### src/rtl/jk_pkg.sv
// Shared FSM states, per-bit {J,K} excitation codes and the mapping function
// used by the JK excitation driver.
package jk_pkg;

    typedef enum logic [1:0] {
        ST_IDLE    = 2'd0,
        ST_DRIVE   = 2'd1,
        ST_RELEASE = 2'd2,
        ST_CHECK   = 2'd3
    } state_t;

    // Codes are packed as {J, K}
    localparam logic [1:0] EXC_HOLD   = 2'b00;
    localparam logic [1:0] EXC_SET    = 2'b10;
    localparam logic [1:0] EXC_RESET  = 2'b01;
    localparam logic [1:0] EXC_TOGGLE = 2'b11;

    localparam int         CNT_W   = 4;
    localparam logic [7:0] ERR_MAX = 8'hFF;

    function automatic logic [1:0] exc_code(input logic cur, input logic tgt,
                                            input logic use_toggle);
        if (cur == tgt) return EXC_HOLD;
        if (use_toggle) return EXC_TOGGLE;
        return tgt ? EXC_SET : EXC_RESET;
    endfunction

endpackage

### src/rtl/jk_excite.sv
// Combinational per-bit excitation map: (current, target) -> (J, K) for a
// WIDTH-bit flop array, in set/reset or toggle coding.
module jk_excite
    import jk_pkg::*;
#(
    parameter int WIDTH      = 4,
    parameter bit USE_TOGGLE = 1'b0
) (
    input  logic [WIDTH-1:0] i_cur,
    input  logic [WIDTH-1:0] i_tgt,
    output logic [WIDTH-1:0] o_j,
    output logic [WIDTH-1:0] o_k
);

    for (genvar b = 0; b < WIDTH; b++) begin : g_bit
        logic [1:0] w_code;
        assign w_code = exc_code(i_cur[b], i_tgt[b], USE_TOGGLE);
        assign o_j[b] = w_code[1];
        assign o_k[b] = w_code[0];
    end

endmodule

### src/rtl/jk_excitation_driver.sv
// Drives an external JK flop array to a requested state: hold excitation for
// PULSE cycles, release one cycle, then read back and report the result.
module jk_excitation_driver
    import jk_pkg::*;
#(
    parameter int WIDTH      = 4,
    parameter int PULSE      = 1,
    parameter bit USE_TOGGLE = 1'b0
) (
    input  logic             clk,
    input  logic             rst,
    input  logic             req_valid,
    output logic             req_ready,
    input  logic [WIDTH-1:0] req_state,
    output logic [WIDTH-1:0] j,
    output logic [WIDTH-1:0] k,
    input  logic [WIDTH-1:0] q_fb,
    output logic             done,
    output logic             match,
    output logic [7:0]       err_count
);

    if (PULSE < 1 || PULSE > 15) begin : g_bad_pulse
        $error("PULSE must be in 1..15");
    end

    localparam logic [CNT_W-1:0] PULSE_LAST = CNT_W'(PULSE - 1);

    state_t             r_state;
    logic [CNT_W-1:0]   r_cnt;
    logic [WIDTH-1:0]   r_tgt;
    logic [WIDTH-1:0]   w_j;
    logic [WIDTH-1:0]   w_k;
    logic               w_accept;

    // Excitation is computed from the values being latched so that j/k are
    // already valid in the first DRIVE cycle while still coming from flops.
    jk_excite #(
        .WIDTH      (WIDTH),
        .USE_TOGGLE (USE_TOGGLE)
    ) u_excite (
        .i_cur (q_fb),
        .i_tgt (req_state),
        .o_j   (w_j),
        .o_k   (w_k)
    );

    assign req_ready = (r_state == ST_IDLE);
    assign w_accept  = req_ready && req_valid;

    always_ff @(posedge clk) begin
        if (w_accept) begin
            r_tgt <= req_state;
        end
    end

    always_ff @(posedge clk) begin
        if (rst) begin
            r_state   <= ST_IDLE;
            r_cnt     <= '0;
            j         <= '0;
            k         <= '0;
            done      <= 1'b0;
            match     <= 1'b0;
            err_count <= '0;
        end else begin
            done <= 1'b0;
            case (r_state)
                ST_IDLE: begin
                    if (req_valid) begin
                        j       <= w_j;
                        k       <= w_k;
                        r_cnt   <= '0;
                        r_state <= ST_DRIVE;
                    end
                end
                ST_DRIVE: begin
                    if (r_cnt == PULSE_LAST) begin
                        j       <= '0;
                        k       <= '0;
                        r_state <= ST_RELEASE;
                    end else begin
                        r_cnt <= r_cnt + 1'b1;
                    end
                end
                ST_RELEASE: begin
                    r_state <= ST_CHECK;
                end
                ST_CHECK: begin
                    done  <= 1'b1;
                    match <= (q_fb == r_tgt);
                    if ((q_fb != r_tgt) && (err_count != ERR_MAX)) begin
                        err_count <= err_count + 8'd1;
                    end
                    r_state <= ST_IDLE;
                end
                default: begin
                    r_state <= ST_IDLE;
                end
            endcase
        end
    end

endmodule

### config.mk
export PLATFORM = sky130hd
export DESIGN_NAME = jk_excitation_driver
export DESIGN_NICKNAME = d
export VERILOG_FILES = /design/src/rtl/jk_pkg.sv /design/src/rtl/jk_excite.sv /design/src/rtl/jk_excitation_driver.sv
export SDC_FILE = /design/constraint.sdc
export NUM_CORES = 1
export LEC_CHECK = 0
export CAP_MARGIN = 0
export CORE_ASPECT_RATIO = 1.25
export CORE_MARGIN = 2
export CORE_UTILIZATION = 53
export CTS_CLUSTER_SIZE = 20
export DETAILED_ROUTE_END_ITERATION = 12
export PLACE_DENSITY = 0.83
export SLEW_MARGIN = 20
export SYNTH_ARGS = -nofsm -noshare
export SYNTH_HDL_FRONTEND = slang
export SYNTH_SLANG_ARGS = --single-unit
### constraint.sdc
create_clock -name clk -period 3.55 [get_ports clk]
set_clock_uncertainty 0.1 [all_clocks]
set_input_delay 0.355 -clock clk [delete_from_list [all_inputs] [get_ports clk]]
set_output_delay 0.355 -clock clk [all_outputs]
set_load 0.02 [all_outputs]
=== Yosys cells after proc, flatten, opt, wreduce, memory -nomap -nowiden ===
Cells that the tools add are included.

* Reductions and logical operators: 9
* Eq/ne operators: 13
* Add/subtract/negate cells: 2
* Muxes and demuxes: 28

{| class="wikitable"
|+ Operator list
! cell !! count
|-
| 2-bit 2-to-1 mux || 14
|-
| 4-bit one-hot mux with 2 select lines || 3
|-
| 4-bit 2-to-1 mux || 5
|-
| 8-bit by 1-bit adder with 8-bit output (second input constant) || 1
|-
| 8-bit inequality test (second input constant) || 1
|-
| 2-bit one-hot mux with 4 select lines || 1
|-
| 2-bit inequality test (second input constant) || 3
|-
| 3-bit AND reduction || 2
|-
| 1-bit 2-to-1 mux || 5
|-
| 4-bit by 1-bit adder with 4-bit output (second input constant) || 1
|-
| 1-bit == test || 4
|-
| 2-bit == test (second input constant) || 2
|-
| 4-bit == test || 1
|-
| 4-bit zero test || 1
|-
| 4-bit inequality test || 1
|-
| 2-bit AND reduction || 2
|-
| 2-bit by 1-bit == test with 1-bit output (second input constant) || 1
|-
| 1-bit logical AND || 2
|-
| 2-bit zero test || 1
|-
| 2-bit nonzero test || 1
|}

* Bits in registers: 28
* Output and inout bits: 19
* Input port bits: 11

=== Longest topological paths before layout ===
Gate-level depths: netlist of run 1.

* Depth after elaboration: 5
* Mapped depth: 8
* Mapped depth without buffers: 6

=== Cells and area by module ===
A second synthesis of run 1 with hierarchy kept.

* Cells, all modules: 146
* Area total of the unflattened synthesis: 1392.6 µm²

{| class="wikitable"
|+ Modules (own cells, without submodules)
! module !! sequential area each (µm²) !! area an instance (µm²) !! cells an instance !! times used
|-
| jk_excitation_driver || 600.6 || 1322.5 || 138 || 1
|-
| jk_excite || 0.0 || 70.1 || 8 || 1
|}

=== Least setup slack after synthesis of run 1 ===
OpenSTA, ideal clock, no wires.

* Kind: flip-flop to flip-flop
* Start point: reg r_state[0]
* End point: reg j[3]
* Setup time: 0.071 ns
* Clock period less this slack: 1.845 ns
* Buffers on the path: 1
* Stages on the path, launching flop included: 8
* Data arrival time: 1.674 ns
* Data required time: 3.379 ns
* Slack: 1.705 ns
* Cell sequence: dfxtp_1 -> inv_1 -> ha_1 -> mux2_2 -> a21boi_2 -> buf_4 -> nand2b_1 -> a21oi_1

* Word-level cells in the longest chain between the ends: 3
* Elaborated cells on any way between the ends: 7
* Those cells by class: eq/ne (3); mux (1); reduce/logical (3)

{| class="wikitable"
|+ Ends and longest elaborated chain
! element !! RTL line !! source
|-
| start: declaration || jk_excitation_driver.sv:29 || <nowiki>state_t r_state;</nowiki>
|-
| start signal: assignment || jk_excitation_driver.sv:59 || <nowiki>r_state <= ST_IDLE;</nowiki>
|-
| start signal: assignment || jk_excitation_driver.sv:74 || <nowiki>r_state <= ST_DRIVE;</nowiki>
|-
| start signal: assignment || jk_excitation_driver.sv:81 || <nowiki>r_state <= ST_RELEASE;</nowiki>
|-
| 2-bit zero test * || -- ||
|-
| named net req_ready || jk_excitation_driver.sv:13 || <nowiki>output logic req_ready,</nowiki>
|-
| 2-bit inequality test (no line) or 2-bit nonzero test (tied branches) || -- ||
|-
| 3-bit AND reduction (no line) || -- ||
|-
| end signal: assignment || jk_excitation_driver.sv:71 || <nowiki>j <= w_j;</nowiki>
|-
| end: declaration || jk_excitation_driver.sv:15 || <nowiki>output logic [WIDTH-1:0] j,</nowiki>
|}

Mark *: on every way through the listed nets, which the timed path passes. The rest lies on a longest branch.
A chain may end at the register's enable or synchronous reset.

=== Final worst setup path of run 1 ===
* Start point: reg r_state[1]
* End point: reg k[1]

* Word-level cells in the longest chain between the ends: 3
* Elaborated cells on any way between the ends: 7
* Those cells by class: eq/ne (3); mux (1); reduce/logical (3)

{| class="wikitable"
|+ Ends and longest elaborated chain
! element !! RTL line !! source
|-
| 2-bit by 1-bit == test with 1-bit output or 2-bit zero test (tied branches) || jk_excitation_driver.sv:68 || <nowiki>case (r_state)</nowiki>
|-
| 2-bit inequality test (no line) or 2-bit nonzero test (tied branches) || -- ||
|-
| 3-bit AND reduction (no line) || -- ||
|-
| end signal: assignment || jk_excitation_driver.sv:72 || <nowiki>k <= w_k;</nowiki>
|-
| end: declaration || jk_excitation_driver.sv:16 || <nowiki>output logic [WIDTH-1:0] k,</nowiki>
|}

Parallel ways exist; a longest one is shown, timed or not.

==> results_dict.tcl, run 1 <==
set metrics [dict create \
    ant_nets 0 \
    core_region_area_mm2 0.002452 \
    syn_inst 141 \
    pwr-share-comb_pct 41.4 \
    die-area_mm2 0.003018 \
    switchingPower_mw 0.3164 \
    wl_met3_um 90 \
    vias 1074 \
    viasPerCell 5.317 \
    ys_top_cells_by_area "dfxtp_1 (35%), edfxtp_1 (8.7%), ha_1 (6.4%), nor2_1 (5.2%), mux2i_1 (5.1%)" \
    cts_tree "done" \
    required_ps 3630 \
    grt_use_total_pct 19.57 \
    wl_per_cell_um 13.28 \
    avgSynthCellArea_um2 9.743 \
    critical-path-slowest-cell "a21boi_2" \
    min_period_ps 2219 \
    stdcell_count 202 \
    cts_resized 0 \
    synth_edf_count 4 \
    ys_seq_area_share_pct 43.72 \
    slew_viol_final 0 \
    synth_common_cells "dfxtp_1 (24), nor2_1 (19), a21oi_1 (9)" \
    seqPwrFrac_pct 44.1 \
    cp-end-kind "register" \
    synth-seq-cells 28 \
    grt_setup_unrepaired "no" \
    outcome "finished, final reports clean" \
    hpwl_um 2060 \
    cp_max_fo 14 \
    synth_ff_type "dfxtp_1" \
    cts.sinks 28 \
    tightestPinTransition_ps 902.9 \
    hp-class "register to register" \
    syn_to_final_growth_pct 24.04 \
    start_util_pct 56.02 \
    synth_top_area_cell "dfxtp_1" \
    power.density_mw_per_mm2 528.0 \
    grt_antenna_before_repair 0 \
    crit_family "multiplexers" \
    clk_latency_ps 320 \
    fp.dieW_um 49.54 \
    grt-ovfl-total 0 \
    leakage_nw 0.6290 \
    place.gp.congestion 0.7388 \
    detail_route.drc_violations 0 \
    cp.buffers_inverters 1 \
    synth_area_mm2 0.001374 \
    p_int_mw 0.5834 \
    maxSlewHeadroom_pct 39.62 \
    io-pin-count 30 \
    syn-num-nets 159 \
    timing.max_cap.violations 0 \
    swShare_pct 35.16 \
    placed_cells 198 \
    dr.pass1.iters 4 \
    row_count 20 \
    io_buffers 29 \
    yosysWarningCount 0 \
    p_clk_share_pct 14.5 \
    path_cells "inv_1 > ha_1 > mux2_2 > a21boi_2 > mux2i_1 > nor2_1" \
    cts_buffer_depth 2 \
    critical_path.startpoint_type "register" \
    grt_first_pass_wirelength_um 4616 \
    htree_levels 1 \
    wl_um 2683 \
    post-route-period-util_pct 62.51 \
    synth_cell_types 37 \
    cts_hold_buf 0 \
    critPathMaxStageDelay_ps 500 \
    crit_arrival_ps 2300 \
    met1_length_um 1104 \
    n_antenna_cell 0 \
    fmaxAchievable_ghz 0.4506 \
    die_h_um 60.92 \
    path_clk_slew_ps 140 \
    clock_tree.root_cell "clkbuf_4" \
    nNetsFinal 188 \
    hold_viol 0 \
    tns_ps 0 \
    setup_viol_count_final 0 \
    grt_max_degree 27 \
    crit_type "register to register" \
    synth_top_area_share_pct 34.97 \
    async_flop_share_pct 0 \
    drtIter0Drc 18 \
    drive_gt1_share_pct 5.917 \
    grt_pass1_vias 1049 \
    postCtsSetupBuffers 0 \
    routed-wl-met2_um 1473 \
    top_layer "met4" \
    yosysMostFrequentCell "dfxtp_1" \
    cts_buffers 3 \
    vdd_drop_max_uv 428.1 \
]
[metrics by stage]
step	utilization, %	hold WS (ps)	power [mW]	worst slack [ps]	cell area (um^2)
2_1_floorplan	-	353.9	0.6785	1705	1374
3_3_place_gp	68.42	358.9	0.7647	1358	1678
3_5_place_dp	68.42	370.9	0.7775	1253	1678
4_1_cts	69.49	391.0	0.9094	1322	1704
5_1_grt	69.49	414.0	0.9611	1107	1704
6_report	69.49	384.6	0.8997	1331	1704
[metal layers]
metal | track usage, % | vias to the layer above
met5 | 0 | -
met4 | 4.762 | 0
met3 | 2.709 | 2
met2 | 38.67 | 21
met1 | 22.24 | 502
li1 | - | 549
[worst register-to-register path, cell delays in order (launching register included)]
cell      delay [ps]
dfxtp_1          360
inv_1             80
ha_1             450
mux2_2           300
a21boi_2         500
mux2i_1          250
nor2_1            60
[power groups by stage]
stage / Clock (mW) / Sequential, mW / Combinational, mW
floorplan: 0 / 0.422 / 0.257
global placement: 0 / 0.402 / 0.362
detailed placement: 0 / 0.405 / 0.373
CTS: 0.137 / 0.397 / 0.376
global route: 0.146 / 0.405 / 0.410
finish: 0.130 / 0.397 / 0.373
[registers in the layout (all words and copies together), names as in the netlist]
register	cells
r_state	2
match	1
r_cnt	4
r_tgt	4
err_count	8
k	4
j	4
done	1
[worst paths after layout]
path         endpoint  slack [ps]  startpoint  cells after the start
max reg2reg      k[1]        1330  r_state[1]                      6
min reg2reg      k[0]         380        k[0]                      2
max              k[1]        1330  r_state[1]                      6
min              k[0]         380        k[0]                      2
[cell usage in the layout, fill, tap and decap left out, types with 2 or more instances in the layout]
cell type / count
nand2b_1: 6
inv_1: 5
nand3_1: 5
clkdlybuf4s50_1: 29
nor2b_1: 5
o21a_1: 2
nor4_1: 2
nor3b_1: 4
a21oi_1: 9
o31ai_1: 3
mux2i_1: 7
mux2_2: 2
clkbuf_4: 3
nand2_1: 3
ha_1: 7
xnor2_1: 2
nor2_1: 19
xor2_1: 5
or4_1: 3
nand4_1: 5
edfxtp_1: 4
dfxtp_1: 24
[cell families (layout without fill, tap and decap cells)]
logic type | count (synthesis) | after routing | synth area share (%)
AO/OA/AOI/OAI | 19 | 19 | 9.289
flip-flops | 28 | 28 | 43.72
AND/OR/NAND/NOR | 58 | 58 | 23.59
XOR/XNOR | 7 | 7 | 4.463
multiplexers | 11 | 11 | 8.652
buffers and inverters | 11 | 39 | 3.916
adder cells (fa/ha/maj) | 7 | 7 | 6.375
[cell type report]
type | count | area, um^2
Sequential cell | 28 | 600.6
Clock buffer | 4 | 26.28
Tap cell | 33 | 41.29
Multi-Input combinational cell | 102 | 719.4
Inverter | 5 | 18.77
Fill cell | 221 | 748.2
Timing Repair Buffer | 30 | 297.8
Note: power is estimated with default switching activity, not from simulation.
==> run 2: changes to the inputs <==
Settings changed: CORE_UTILIZATION 53 to 49, PLACE_DENSITY 0.83 to 0.78.
Clock period 3.55 ns to 2.2 ns, I/O delays scaled along.
==> run 2 against run 1 <==
Net effect:
- register-to-register slack got worse by 970 ps
- largest power group unchanged
- cell count rose by 2.5%
- critical path type is now register to primary output
- core utilization fell by 3.8 points
- first-iteration DRC count rose by 39%
- largest cell class unchanged
- global-route usage fell by 2.8 points
- sequential power rose by 61%
==> results_dict.tcl, run 2 (synthesis gave the netlist of run 1 again) <==
set metrics [dict create \
    cts.sinks 28 \
    fin_area_mm2 0.001762 \
    grt_first_pass_wirelength_um 4353 \
    power.density_mw_per_mm2 910.0 \
    top_register "err_count" \
    crit_arrival_ps 1640 \
    grt_max_degree 17 \
    post-route-period-util_pct 88.94 \
    drive_gt1_share_pct 8.671 \
    grt_setup_unrepaired "no" \
    wl_per_cell_um 12.49 \
    dr.pass1.iters 4 \
    maxSlewHeadroom_pct 64.25 \
    fp.dieW_um 51.36 \
    clk_latency_ps 320 \
    power_mw 1.603 \
    clock_tree.root_cell "clkbuf_4" \
    drtIter0Drc 25 \
    grt_antenna_before_repair 0 \
    syn_to_final_growth_pct 28.23 \
    cp-end-kind "primary output" \
    die-area_mm2 0.003246 \
    hpwl_um 1982 \
    r2r_slack_ps 360 \
    fmaxAchievable_ghz 0.5111 \
    grt_pass1_vias 1032 \
    outcome "finished, final reports clean" \
    postCtsSetupBuffers 0 \
    slew_viol_final 0 \
    cts_tree "done" \
    viasPerCell 5.275 \
    grt-ovfl-total 0 \
    required_ps 1880 \
    grt_use_total_pct 16.79 \
    crit_type "register to primary output" \
    leakage_nw 0.6617 \
    nNetsFinal 192 \
    critical_path.startpoint_type "register" \
    hold_viol 0 \
    dpl_cell_area_mm2 0.001709 \
    tightestPinTransition_ps 534.2 \
    die_h_um 63.20 \
    io-pin-count 30 \
    place.gp.congestion 0.8557 \
    vdd_drop_max_uv 760.4 \
    cts_buffers 3 \
    largest_reg_flops 8 \
    layout_common_cells "clkdlybuf4s50_1 (29), dfxtp_1 (24), nor2_1 (19)" \
    path_clk_slew_ps 150 \
    timing.max_cap.violations 0 \
    start_util_pct 51.26 \
    detail_route.drc_violations 0 \
    ant_nets 0 \
    cts_resized 0 \
    setup_viol_count_final 0 \
    n_antenna_cell 0 \
    min_period_ps 1957 \
    row_count 21 \
    hp-class "register to register" \
    cts_hold_buf 0 \
    core_region_area_mm2 0.002680 \
    fin_util_pct 65.73 \
    vias 1092 \
    cp_max_fo 5 \
    htree_levels 1 \
    cts_buffer_depth 2 \
    wl_um 2585 \
    tns_ps 0 \
    io_buffers 29 \
    final_common_cell "clkdlybuf4s50_1" \
]
==> run 2: cell types whose count changed in the layout (fill, tap and decap cells not counted) <==
cell / before / now
buf_4: 1 / 5
bufinv_16: 0 / 1
clkbuf_1: 1 / 0
==> run 2: stage by stage <==
step                      hold WS, ps  worst slack (ps)  cells
final                           384.0             243.4    207
after global routing            378.5             170.4    207
after CTS                       387.0             230.7    207
after detailed placement        367.5             141.9    203
after global placement          353.7             171.2    203
after floorplan                 218.9             355.3    141
==> run 2: metal layers <==
layer,part of all wire [%],track usage [%],up-vias
met3,2.7,2.370,2
met1,45,21.42,510
met5,0,0,-
met4,0.70,4.605,0
met2,52,29.01,19
li1,-,-,561
==> run 2: area by class of cell <==
| class | count | area, um^2 |
|---|---|---|
| repair buffers | 34 | 327.8 |
| fillers | 237 | 918.4 |
| well taps | 34 | 42.54 |
| flip-flops and latches | 28 | 600.6 |
| multi-input cells | 102 | 719.4 |
| clock inverters | 1 | 30.03 |
| inverters | 5 | 18.77 |
| clock buffers | 3 | 22.52 |
==> run 2: report_power, final <==
| part | switching [mW] | internal (mW) | total [mW] | leakage, nW |
|---|---|---|---|---|
| Combinational | 0.334 | 0.298 | 0.632 | 0.401 |
| Sequential | 0.0461 | 0.594 | 0.640 | 0.233 |
| Clock | 0.147 | 0.184 | 0.331 | 0.0279 |
| Total | 0.527 | 1.08 | 1.60 | 0.662 |
==> run 2: worst paths after layout <==
kind | startpoint | end | cells after the start
worst max-delay path | r_state[0] | req_ready | 3
worst min register to register | j[3] | j[3] | 2
worst min-delay path | j[3] | j[3] | 2
worst max register to register | r_state[0] | k[0] | 7
==> run 2: worst max-delay path: stages, from the launching register on <==
cell and delay, ps:
dfxtp_1 370, inv_1 90, ha_1 230, clkdlybuf4s50_1 640
==> run 3: changes to the inputs <==
Settings changed: CELL_PAD_IN_SITES_DETAIL_PLACEMENT from default to 1, CELL_PAD_IN_SITES_GLOBAL_PLACEMENT from default to 2, CORE_UTILIZATION 49 to 30, PLACE_DENSITY 0.78 to default, PLACE_DENSITY_LB_ADDON from default to 0.1.
==> run 3 against run 2 <==
Net effect:
- setup slack improved by 59 ps
- critical path type is now register to register
- largest cell class unchanged
- via count rose by 2.7%
- largest power group unchanged
- cell count up 12%
==> results_dict.tcl, run 3 (synthesis gave the netlist of run 1 again) <==
set metrics [dict create \
    min_period_ps 1898 \
    cp_max_fo 12 \
    required_ps 2280 \
    stdcell_count 232 \
    crit_arrival_ps 1970 \
    start_util_pct 31.28 \
    final_common_cell "clkdlybuf4s50_1" \
    startpoint "r_cnt[0]" \
    place.gp.congestion 0.7705 \
    setup_slack_ps 302.3 \
    row_count 27 \
    path_clk_slew_ps 100 \
    cts_hold_buf 0 \
    hold_viol 0 \
    power.density_mw_per_mm2 875.3 \
    drive_gt1_share_pct 8.621 \
    grt-ovfl-total 0 \
    core_region_area_mm2 0.004392 \
    dpl_cell_area_mm2 0.001747 \
    hp-class "register to register" \
    setup_viol_count_final 0 \
    fmaxAchievable_ghz 0.5269 \
    slew_viol_final 0 \
    fp.dieW_um 64.53 \
    tns_ps 0 \
    viasPerCell 4.832 \
    ant_nets 0 \
    clock_tree.root_cell "clkbuf_8" \
    grt_antenna_before_repair 0 \
    cts_tree "done" \
    largest_reg_flops 8 \
    ff2ff_path_depth 7 \
    postCtsSetupBuffers 0 \
    dr.pass1.iters 4 \
    hpwl_um 2376 \
    critical_path.startpoint_type "register" \
    io-pin-count 30 \
    grt_pass1_vias 1122 \
    maxSlewHeadroom_pct 60.24 \
    r2r_slack_ps 300 \
    syn_to_final_growth_pct 30.42 \
    cp-end-kind "register" \
    cts_buffers 3 \
    wl_per_cell_um 13.25 \
    fin_area_mm2 0.001792 \
    r2r-end "k[3]" \
    grt_use_total_pct 12.53 \
    tightestPinTransition_ps 594.2 \
    placed_cells 228 \
    grt_first_pass_wirelength_um 5133 \
    leakage_nw 0.6613 \
    cts_resized 0 \
    vdd_drop_max_uv 297.4 \
    io_buffers 29 \
    post-route-period-util_pct 86.26 \
    grt_max_degree 16 \
    cts.sinks 28 \
    n_antenna_cell 0 \
    timing.max_cap.violations 0 \
    min_from "j[3]" \
    fill_cells 517 \
    htree_levels 1 \
    vias 1121 \
    r2r_start "r_cnt[0]" \
    crit_type "register to register" \
    drtIter0Drc 52 \
    nNetsFinal 193 \
    die-area_mm2 0.005140 \
    outcome "finished, final reports clean" \
    detail_route.drc_violations 0 \
    die_h_um 79.66 \
    layout_common_cells "clkdlybuf4s50_1 (29), dfxtp_1 (24), nor2_1 (19)" \
    critPathCapture "k[3]" \
    preCtsSetupSlack_ps 105.0 \
    cts_buffer_depth 2 \
    wl_um 3073 \
    top_register "err_count" \
    clk_latency_ps 270 \
    grt_setup_unrepaired "no" \
]
run 3: stage by stage:
step / hold WS, ps / total power [mW] / utilization [%]
4_1_cts: 377.4 / 1.606 / 40.80
3_3_place_gp: 353.2 / 1.290 / 39.77
6_report: 373.3 / 1.568 / 40.80
3_5_place_dp: 363.8 / 1.309 / 39.77
5_1_grt: 398.2 / 1.689 / 40.80
2_1_floorplan: 218.9 / 1.095 / -
run 3: critical path: stages (launching register included):
cell and delay [ps]:
dfxtp_1 360, inv_1 70, ha_1 140, or3b_1 470
a21boi_2 170, buf_4 200, mux2i_1 230, nor2_1 60
run 3: how the worst min path moves through the flow:
stage                          end  slack [ps]  cells after the start
final                         j[3]         370                      2
after global routing          j[1]         400                      2
after CTS                     k[0]         380                      2
after detailed placement      j[3]         360                      2
after global placement        k[0]         350                      2
after floorplan           r_tgt[0]         220                      0
run 3: layer usage:
metal	wire (um)	up-vias	GRT usage (%)
met3	87	4	1.834
met5	0	-	0
met4	40	0	4.468
met1	1444	537	16.05
met2	1501	22	21.35
li1	-	558	-
run 3: layout make-up:
| type | count | area (um^2) | share of cell area (%) |
|---|---|---|---|
| clock buffer | 4 | 45.04 | 2.514 |
| inverter | 5 | 18.77 | 1.047 |
| multi-input combinational | 102 | 719.4 | 40.15 |
| sequential | 28 | 600.6 | 33.52 |
| tap | 58 | 72.57 | 4.050 |
| timing repair buffer | 35 | 335.3 | 18.72 |
run 3: where the power goes:
part / internal, mW / switching, mW
sequential: 0.594 / 0.0484
combinational: 0.300 / 0.340
clock: 0.130 / 0.157
